**src/rtl/mips_axi_pkg.sv**
```systemverilog
// Shared definitions for the data-side AXI bridge.
//   bridgeState_t  : bridge FSM state encoding
//   AXI_SIZE_*     : AXI AxSIZE encodings for 1/2/4-byte beats
//   AXI_DEFAULT_ID : default ARID/AWID/WID value
// Optional macro D_BRIDGE_BRESP_EN adds the WR_RESP state (write response wait).
package mips_axi_pkg;

   typedef enum logic [2:0] {
      IDLE    = 3'd0,
      RD_ADDR = 3'd1,
      RD_DATA = 3'd2,
      WR_REQ  = 3'd3,
`ifdef D_BRIDGE_BRESP_EN
      WR_RESP = 3'd4,
`endif
      DONE    = 3'd5
   } bridgeState_t;

   localparam logic [2:0] AXI_SIZE_1B = 3'd0;
   localparam logic [2:0] AXI_SIZE_2B = 3'd1;
   localparam logic [2:0] AXI_SIZE_4B = 3'd2;

   localparam logic [3:0] AXI_DEFAULT_ID = 4'd1;

endpackage

```
**src/rtl/strb2size.sv**
```systemverilog
// Combinational decode of a byte-write mask into AXI size and low address bits.
//   strb   in  4 : byte lane mask
//   size   out 3 : AXI AxSIZE
//   offset out 2 : address[1:0] of the lowest enabled lane
// Masks other than single bytes, aligned halves or the full word fall back to a
// full-word access.
module strb2size
   import mips_axi_pkg::*;
(
   input  logic [3:0] strb,
   output logic [2:0] size,
   output logic [1:0] offset
);

   always_comb begin
      size   = AXI_SIZE_4B;
      offset = 2'd0;
      case (strb)
         4'b0001: begin size = AXI_SIZE_1B; offset = 2'd0; end
         4'b0010: begin size = AXI_SIZE_1B; offset = 2'd1; end
         4'b0100: begin size = AXI_SIZE_1B; offset = 2'd2; end
         4'b1000: begin size = AXI_SIZE_1B; offset = 2'd3; end
         4'b0011: begin size = AXI_SIZE_2B; offset = 2'd0; end
         4'b1100: begin size = AXI_SIZE_2B; offset = 2'd2; end
         default: begin size = AXI_SIZE_4B; offset = 2'd0; end
      endcase
   end

endmodule

```
**src/rtl/data_axi_bridge.sv**
```systemverilog
// Bridges the mem-stage data request of the pipeline onto single-beat AXI
// reads and writes, stalling the mem stage while an access is outstanding.
//   clk, rst (async, active low)
//   mem_en/mem_wen/mem_addr/mem_wdata : request from mem stage (wen==0 -> read)
//   longest_stall                      : pipeline-wide stall, holds DONE
//   mem_rdata, d_stall                 : read result and mem-stage stall
//   ar*/r*/aw*/w*/b*                   : AXI master channels
// Macro D_BRIDGE_BRESP_EN: when defined, writes wait for BVALID in WR_RESP;
// otherwise BREADY is tied high and writes finish once AW and W are accepted.
module data_axi_bridge
   import mips_axi_pkg::*;
#(
   parameter logic [3:0]  AXI_ID = AXI_DEFAULT_ID,
   parameter int unsigned ADDR_W = 32
) (
   input  logic              clk,
   input  logic              rst,
   input  logic              mem_en,
   input  logic [3:0]        mem_wen,
   input  logic [31:0]       mem_addr,
   input  logic [31:0]       mem_wdata,
   input  logic              longest_stall,
   output logic [31:0]       mem_rdata,
   output logic              d_stall,
   output logic [3:0]        arid,
   output logic [ADDR_W-1:0] araddr,
   output logic [7:0]        arlen,
   output logic [2:0]        arsize,
   output logic              arvalid,
   input  logic              arready,
   input  logic [3:0]        rid,
   input  logic [31:0]       rdata,
   input  logic [1:0]        rresp,
   input  logic              rlast,
   input  logic              rvalid,
   output logic              rready,
   output logic [3:0]        awid,
   output logic [ADDR_W-1:0] awaddr,
   output logic [7:0]        awlen,
   output logic [2:0]        awsize,
   output logic              awvalid,
   input  logic              awready,
   output logic [3:0]        wid,
   output logic [31:0]       wdata,
   output logic [3:0]        wstrb,
   output logic              wlast,
   output logic              wvalid,
   input  logic              wready,
   input  logic [3:0]        bid,
   input  logic [1:0]        bresp,
   input  logic              bvalid,
   output logic              bready
);

   bridgeState_t stateQ, stateD;

   logic [ADDR_W-1:0] addrQ;
   logic [3:0]        wenQ;
   logic [31:0]       wdataQ;
   logic [31:0]       rdataQ;
   logic              awDoneQ, wDoneQ;
   logic              awDoneNow, wDoneNow;
   logic [1:0]        wrOffset;

   // Response IDs, last flags and status are not used by this single-beat master.
`ifdef D_BRIDGE_BRESP_EN
   logic unusedAxi;
   assign unusedAxi = ^{rid, rresp, rlast, bid, bresp};
`else
   logic unusedAxi;
   assign unusedAxi = ^{rid, rresp, rlast, bid, bresp, bvalid};
   assign bready    = 1'b1;
`endif

   strb2size u_strb2size (
      .strb   (wenQ),
      .size   (awsize),
      .offset (wrOffset)
   );

   // A channel counts as done once its handshake happened this cycle or earlier.
   assign awDoneNow = awDoneQ | (awvalid & awready);
   assign wDoneNow  = wDoneQ  | (wvalid  & wready);

   // State register
   always_ff @(posedge clk or negedge rst) begin
      if (!rst) begin
         stateQ <= IDLE;
      end else begin
         stateQ <= stateD;
      end
   end

   // Next-state logic
   always_comb begin
      stateD = stateQ;
      case (stateQ)
         IDLE:    if (mem_en) stateD = (mem_wen == 4'd0) ? RD_ADDR : WR_REQ;
         RD_ADDR: if (arready) stateD = RD_DATA;
         RD_DATA: if (rvalid) stateD = DONE;
`ifdef D_BRIDGE_BRESP_EN
         WR_REQ:  if (awDoneNow && wDoneNow) stateD = WR_RESP;
         WR_RESP: if (bvalid) stateD = DONE;
`else
         WR_REQ:  if (awDoneNow && wDoneNow) stateD = DONE;
`endif
         DONE:    if (!longest_stall) stateD = IDLE;
         default: stateD = IDLE;
      endcase
   end

   // Outputs
   always_comb begin
      arvalid = 1'b0;
      rready  = 1'b0;
      awvalid = 1'b0;
      wvalid  = 1'b0;
      d_stall = 1'b0;
`ifdef D_BRIDGE_BRESP_EN
      bready  = 1'b0;
`endif
      case (stateQ)
         IDLE:    d_stall = mem_en;
         RD_ADDR: begin arvalid = 1'b1; d_stall = 1'b1; end
         RD_DATA: begin rready  = 1'b1; d_stall = 1'b1; end
         WR_REQ: begin
            awvalid = ~awDoneQ;
            wvalid  = ~wDoneQ;
            d_stall = 1'b1;
         end
`ifdef D_BRIDGE_BRESP_EN
         WR_RESP: begin bready = 1'b1; d_stall = 1'b1; end
`endif
         default: d_stall = 1'b0;
      endcase
   end

   // Request capture, read data and per-channel write progress
   always_ff @(posedge clk or negedge rst) begin
      if (!rst) begin
         addrQ   <= '0;
         wenQ    <= 4'd0;
         wdataQ  <= 32'd0;
         rdataQ  <= 32'd0;
         awDoneQ <= 1'b0;
         wDoneQ  <= 1'b0;
      end else begin
         // Fields are frozen for the whole access; mem_* may change meanwhile.
         if (stateQ == IDLE && mem_en) begin
            addrQ  <= mem_addr[ADDR_W-1:0];
            wenQ   <= mem_wen;
            wdataQ <= mem_wdata;
         end
         if (stateQ == RD_DATA && rvalid) begin
            rdataQ <= rdata;
         end
         if (stateQ == WR_REQ && stateD == WR_REQ) begin
            awDoneQ <= awDoneNow;
            wDoneQ  <= wDoneNow;
         end else begin
            awDoneQ <= 1'b0;
            wDoneQ  <= 1'b0;
         end
      end
   end

   assign arid      = AXI_ID;
   assign araddr    = addrQ;
   assign arlen     = 8'd0;
   assign arsize    = AXI_SIZE_4B;
   assign awid      = AXI_ID;
   assign awaddr    = {addrQ[ADDR_W-1:2], wrOffset};
   assign awlen     = 8'd0;
   assign wid       = AXI_ID;
   assign wdata     = wdataQ;
   assign wstrb     = wenQ;
   assign wlast     = 1'b1;
   assign mem_rdata = rdataQ;

endmodule

```
**config.mk**
```make
export PLATFORM = sky130hd
export DESIGN_NAME = data_axi_bridge
export DESIGN_NICKNAME = d
export VERILOG_FILES = /design/src/rtl/mips_axi_pkg.sv /design/src/rtl/strb2size.sv /design/src/rtl/data_axi_bridge.sv
export SDC_FILE = /design/constraint.sdc
export NUM_CORES = 1
export LEC_CHECK = 0
export ABC_CLOCK_PERIOD_IN_PS = 2400
export CAP_MARGIN = 5
export CORE_AREA = 5 5 119 121
export CTS_BUF_LIST = sky130_fd_sc_hd__clkbuf_16
export CTS_CLUSTER_SIZE = 30
export DETAILED_ROUTE_END_ITERATION = 16
export DIE_AREA = 0 0 124 126
export HOLD_SLACK_MARGIN = 0.03
export PLACE_DENSITY = 0.78
export SLEW_MARGIN = 20
export SYNTH_ARGS = -nofsm -noshare
export SYNTH_HDL_FRONTEND = slang
export SYNTH_SLANG_ARGS = --single-unit
```
**constraint.sdc**
```tcl
create_clock -name clk -period 2.4 [get_ports clk]
set_clock_uncertainty 0.1 [all_clocks]
set_input_delay 0.36 -clock clk [delete_from_list [all_inputs] [get_ports clk]]
set_output_delay 0.36 -clock clk [all_outputs]
set_load 0.02 [all_outputs]
```
Word-level counts from Yosys, hierarchy flattened
Index checks and enable logic that the tools add are counted.
{"block": "word_totals", "ff_bits": 105, "in_bits": 122, "out_inout_bits": 173}
{"block": "classes", "eq_ne": 11, "mux": 16, "bitwise_logic": 6, "reduce_logical": 10}
{"cell": "2-to-1 mux 3 bit", "count": 5}
{"cell": "case mux 3 bit (5 select lines)", "count": 1}
{"cell": "equality test 3 x 2 -> 1 bit, second input constant", "count": 3}
{"cell": "equality test 4 x 2 -> 1 bit, second input constant", "count": 2}
{"cell": "equality test 4 bit, second input constant", "count": 2}
{"cell": "2-to-1 mux 1 bit", "count": 6}
{"cell": "case mux 2 bit (3 select lines)", "count": 1}
{"cell": "equality test 4 x 1 -> 1 bit, second input constant", "count": 1}
{"cell": "equality test 4 x 3 -> 1 bit, second input constant", "count": 1}
{"cell": "logical AND 1 bit", "count": 4}
{"cell": "logical NOT 4 bit", "count": 1}
{"cell": "case mux 2 bit (2 select lines)", "count": 1}
{"cell": "OR reduction 2 bit", "count": 2}
{"cell": "OR reduction 4 bit", "count": 1}
{"cell": "equality test 3 x 1 -> 1 bit, second input constant", "count": 1}
{"cell": "equality test 3 bit, second input constant", "count": 1}
{"cell": "logical NOT 3 bit", "count": 1}
{"cell": "OR reduction 3 bit", "count": 1}
{"cell": "AND 1 bit", "count": 2}
{"cell": "2-to-1 mux 2 bit", "count": 1}
{"cell": "inverter 1 bit", "count": 2}
{"cell": "OR 1 bit", "count": 2}
{"cell": "case mux 1 bit (2 select lines)", "count": 1}

Depth between registers and ports, before layout
{"block": "logic_depth", "depth_word": 10, "ltp_mapped": 5, "depth_no_buf": 3}

Hierarchy
A second synthesis with hierarchy kept.
{"block": "unflattened", "hier_cells": 463, "hier_area_um2": 4594.4}
{"module": "data_axi_bridge", "instances": 1, "cells_per_inst": 453, "area_per_inst_um2": 4529.3, "seq_area_each_um2": 2627.5}
{"module": "strb2size", "instances": 1, "cells_per_inst": 10, "area_per_inst_um2": 65.1, "seq_area_each_um2": 0.0}

Least setup slack after synthesis
Ideal clock, no wire load.
{"block": "synth_timing", "kind": "register -> output", "from": "register wenQ[3] (netlist: wstrb[3])", "to": "output port awsize[1]", "arrival_ns": 1.373, "setup_slack_ns": 0.567, "stages_incl_launch_ff": 4, "path_cell_list": "dfrtp_1 nor2_1 nor3_1 nor2_1"}
{"block": "synth_via", "elab_chain_cells": 3, "elab_cells_between_ends": 9, "classes_between": "eq/ne: 6; mux: 1; reduce/logical: 2"}
{"element": "start, declared", "line_no": "data_axi_bridge.sv:58", "source": "logic [3:0] wenQ;"}
{"element": "start signal, assigned", "line_no": "data_axi_bridge.sv:151", "source": "wenQ <= mem_wen;"}
{"element": "equality test 4 x 1 -> 1 bit (tied with other cells)", "line_no": "strb2size.sv:18", "source": "case (strb)"}
{"element": "OR reduction 4 bit (no source line) / OR reduction 2 bit (equally long branches)"}
{"element": "case mux 2 bit (2 select lines) *", "line_no": "strb2size.sv:18"}
{"element": "end, declared", "line_no": "data_axi_bridge.sv:40", "source": "output logic [2:0] awsize,"}
Every way passes the cells marked *; elsewhere a longest branch is shown, timed or not.

Worst setup path in the final report
{"block": "layout_timing", "from": "register wenQ[3] (netlist: wstrb[3])", "to": "output port awaddr[0]"}
{"block": "layout_via", "elab_chain_cells": 3, "elab_cells_between_ends": 6, "classes_between": "eq/ne: 4; mux: 1; reduce/logical: 1"}
{"element": "equality test 4 x 3 -> 1 bit / equality test 4 bit (equally long branches)", "line_no": "strb2size.sv:18"}
{"element": "OR reduction 2 bit (no source line)"}
{"element": "case mux 2 bit (3 select lines) *", "line_no": "strb2size.sv:18"}
{"element": "end, declared", "line_no": "data_axi_bridge.sv:38", "source": "output logic [ADDR_W-1:0] awaddr,"}
Marks and branches as above.

==> results.sh <==
export IMPL_synth_largest_area_cell="dfrtp_1"
export IMPL_gp_congestion=0.700
export IMPL_antenna_found_initial=0
export IMPL_hold_depth=1
export IMPL_fillers=1103
export IMPL_dr_pass1_iters=4
export IMPL_outcome="finished, final reports clean"
export IMPL_r2r_end="wdata[2]"
export IMPL_period_minus_slack_ns=2.24
export IMPL_r2r_worst_path_cells=3
export IMPL_drv_slew=0
export IMPL_first_iter_violations=46
export IMPL_cts_root_buf="clkbuf_16"
export IMPL_crit_type="reg -> out"
export IMPL_p_switching_mw=4.00
export IMPL_io_buffer_count=246
export IMPL_core_area_sq_um=13000
export IMPL_netlist_area_leader_share_pct=58.1
export IMPL_power_internal_mw=6.36
export IMPL_clkPwrFrac_pct=12.4
export IMPL_synth_seq_cells=105
export IMPL_grt_pass1_vias=3502
export IMPL_required_ns=1.94
export IMPL_crit_path_max_fanout=6
export IMPL_rsz0062_at_grt="no"
export IMPL_cts_inserted_buffers=9
export IMPL_layout_drive_gt1_share_pct=10.5
export IMPL_ios=295
export IMPL_cts_reportedPaths_clkPinSlew_ns=0.06
export IMPL_critPathCaptureType="output port"
export IMPL_cp_arrival_ns=1.78
export IMPL_seq_power_share_pct=31.7
export IMPL_area_delta_synth_final_pct=58.2
export IMPL_totalNegativeSetupSlack_ns=0
export IMPL_diodes=0
export IMPL_drc=0
export IMPL_fin_crit_sh_pct=93.5
export IMPL_setup_viol=0
export IMPL_insertion_delay_ns=0.33
export IMPL_start_util_pct=34.9
export IMPL_grt_usage_pct=15.2
export IMPL_seq_area_frac_synth_pct=58.1
export IMPL_final_common_cell="clkdlybuf4s50_1"
export IMPL_whs_endpoint="awDoneQ"
export IMPL_synth_ff_type="dfrtp_1"
export IMPL_syn_inst=321
export IMPL_final_util_pct=55.1
export IMPL_ir_worst_vdd_mv=0.747
export IMPL_die_x_microns=124
export IMPL_htree_levels=3
export IMPL_vias_per_cell=4.40
export IMPL_tritoncts="yes"
export IMPL_synth_area_per_cell_sq_um=14.1
export IMPL_vias=3169
export IMPL_maxCapViolations=0
export IMPL_synth_area_leaders="dfrtp_1 (58%), mux2_1 (17%), buf_4 (11%), mux2_2 (8.0%), buf_2 (1.3%)"
export IMPL_row_count=42
export IMPL_final_nets=663
export IMPL_regToRegStartpoint="stateQ[2]"
export IMPL_crit_slowest_cell="clkdlybuf4s50_1"
export IMPL_hold_path_startpoint="wDoneQ"
export IMPL_hp_class="reg -> reg"
export IMPL_wl_mm=12.0
export IMPL_cts_buffer_depth=2
export IMPL_dieArea_sq_um=15600
export IMPL_switching_share_pct=38.6
export IMPL_ant_nets=0
export IMPL_dp_hpwl_mm=9.67
export IMPL_synth_edf_count=0
export IMPL_critical_path_max_stage_delay_ns=0.66
export IMPL_crit_chain="xnor2_1 > nor3_1 > clkdlybuf4s50_1"
export IMPL_syn_area_sq_um=4520
export IMPL_r2r_setup_slack_ns=0.54
export IMPL_start_kind="register"
export IMPL_die_h_microns=126
export IMPL_synth_distinct_cells=27
export IMPL_overflow=0
export IMPL_async_flop_share_pct=100
export IMPL_cts_num_sinks=105
export IMPL_fmax_mhz=446
export IMPL_power_per_cell_area_nw_per_um2=1450
export IMPL_grt_pass1_wl_mm=18.3
export IMPL_synth_warnings=0
export IMPL_grt_max_degree=55
export IMPL_wire_per_inst_microns=16.7
export IMPL_combPwrFrac_pct=55.9
export IMPL_p_leak_nw=3.00
export IMPL_final_cell_mix="clkdlybuf4s50_1 (243), dfrtp_1 (104), mux2_1 (68)"
export IMPL_hold_viol_final=0
## cells by family after synthesis
family | synth area share [%]
AND/OR/NAND/NOR | 3.62
multiplexers | 24.9
buffers and inverters | 12.2
AO/OA/AOI/OAI | 0.857
XOR/XNOR | 0.194
flip-flops | 58.1
other | 0.166
## stage by stage
step	hold WS (ns)	area [sq um]	instances	power [mW]	setup slack, ns
after CTS	0.374	7140	720	10.5	0.00144
after detailed placement	0.205	6880	704	9.20	0.276
after global routing	0.393	7160	721	11.0	0.0611
final	0.368	7160	721	10.4	0.156
after global placement	0.203	6880	704	9.02	0.300
after floorplan	-0.0356	4640	353	6.42	0.567
## synthesized netlist by cell type, types with 2 or more instances
master    count
nor2_1       10
nor3_1        6
mux2_2       32
clkbuf_1      2
conb_1        2
dfrtp_1     105
a21oi_1       2
buf_4        64
nand3_1       2
buf_2        12
mux2_1       68
## how the worst max path moves through the flow
stage          startpoint   endpoint  slack [ns]  cells past startpoint
6_report         wstrb[3]  awaddr[0]        0.16                      3
5_1_grt         stateQ[2]    arvalid        0.06                      3
4_1_cts         stateQ[2]     wvalid       0.001                      3
3_5_place_dp       mem_en   wdata[2]        0.28                      4
3_3_place_gp       mem_en    d_stall        0.30                      4
2_1_floorplan    wstrb[3]  awsize[1]        0.57                      3
## worst max-delay path, delay by kind of cell (launching register included)
| family | cells | cell delay [ns] |
|---|---|---|
| AND/OR/NAND/NOR | 1 | 0.19 |
| XOR/XNOR | 1 | 0.15 |
| buffers and inverters | 1 | 0.66 |
| flip-flops | 1 | 0.45 |
## repair_timing
| action | 4_1_cts | 5_1_grt |
|---|---|---|
| pin swaps | 0 | 0 |
| setup buffers | 0 | 1 |
| resized for setup | 1 | 2 |
| hold buffers | 1 | 0 |
| hold endpoints to repair | 27 | 0 |
| endpoints found under the setup margin | 1 | 1 |
## power groups by stage
stage / Combinational, mW / Clock, mW / Sequential [mW]
6_report: 5.79 / 1.29 / 3.29
5_1_grt: 6.12 / 1.42 / 3.44
3_5_place_dp: 5.87 / 0 / 3.33
3_3_place_gp: 5.77 / 0 / 3.25
4_1_cts: 5.89 / 1.34 / 3.31
2_1_floorplan: 2.17 / 0 / 4.25
## sequential cells by signal, indices dropped and copies added (netlist names)
name       cells
araddr        32
awDoneQ        1
mem_rdata     32
stateQ         3
wDoneQ         1
wdata         32
wstrb          4
## final cells by class
class / count / area (sq um) / share of cell area [%]
flip-flops and latches: 105 / 2630 / 36.7
clock buffers: 9 / 225 / 3.15
multi-input cells: 169 / 1480 / 20.7
well taps: 176 / 220 / 3.08
clock inverters: 6 / 28.8 / 0.402
inverters: 1 / 3.75 / 0.0525
repair buffers: 255 / 2570 / 35.9
## metal layers
layer	part of all wire (%)	wire, microns	track usage [%]
met1	32	3900	14.7
met2	54	6440	28.1
met5	0	0	0
met3	12	1430	5.92
met4	2.1	257	6.12
Power figures use the tool's default switching activity.
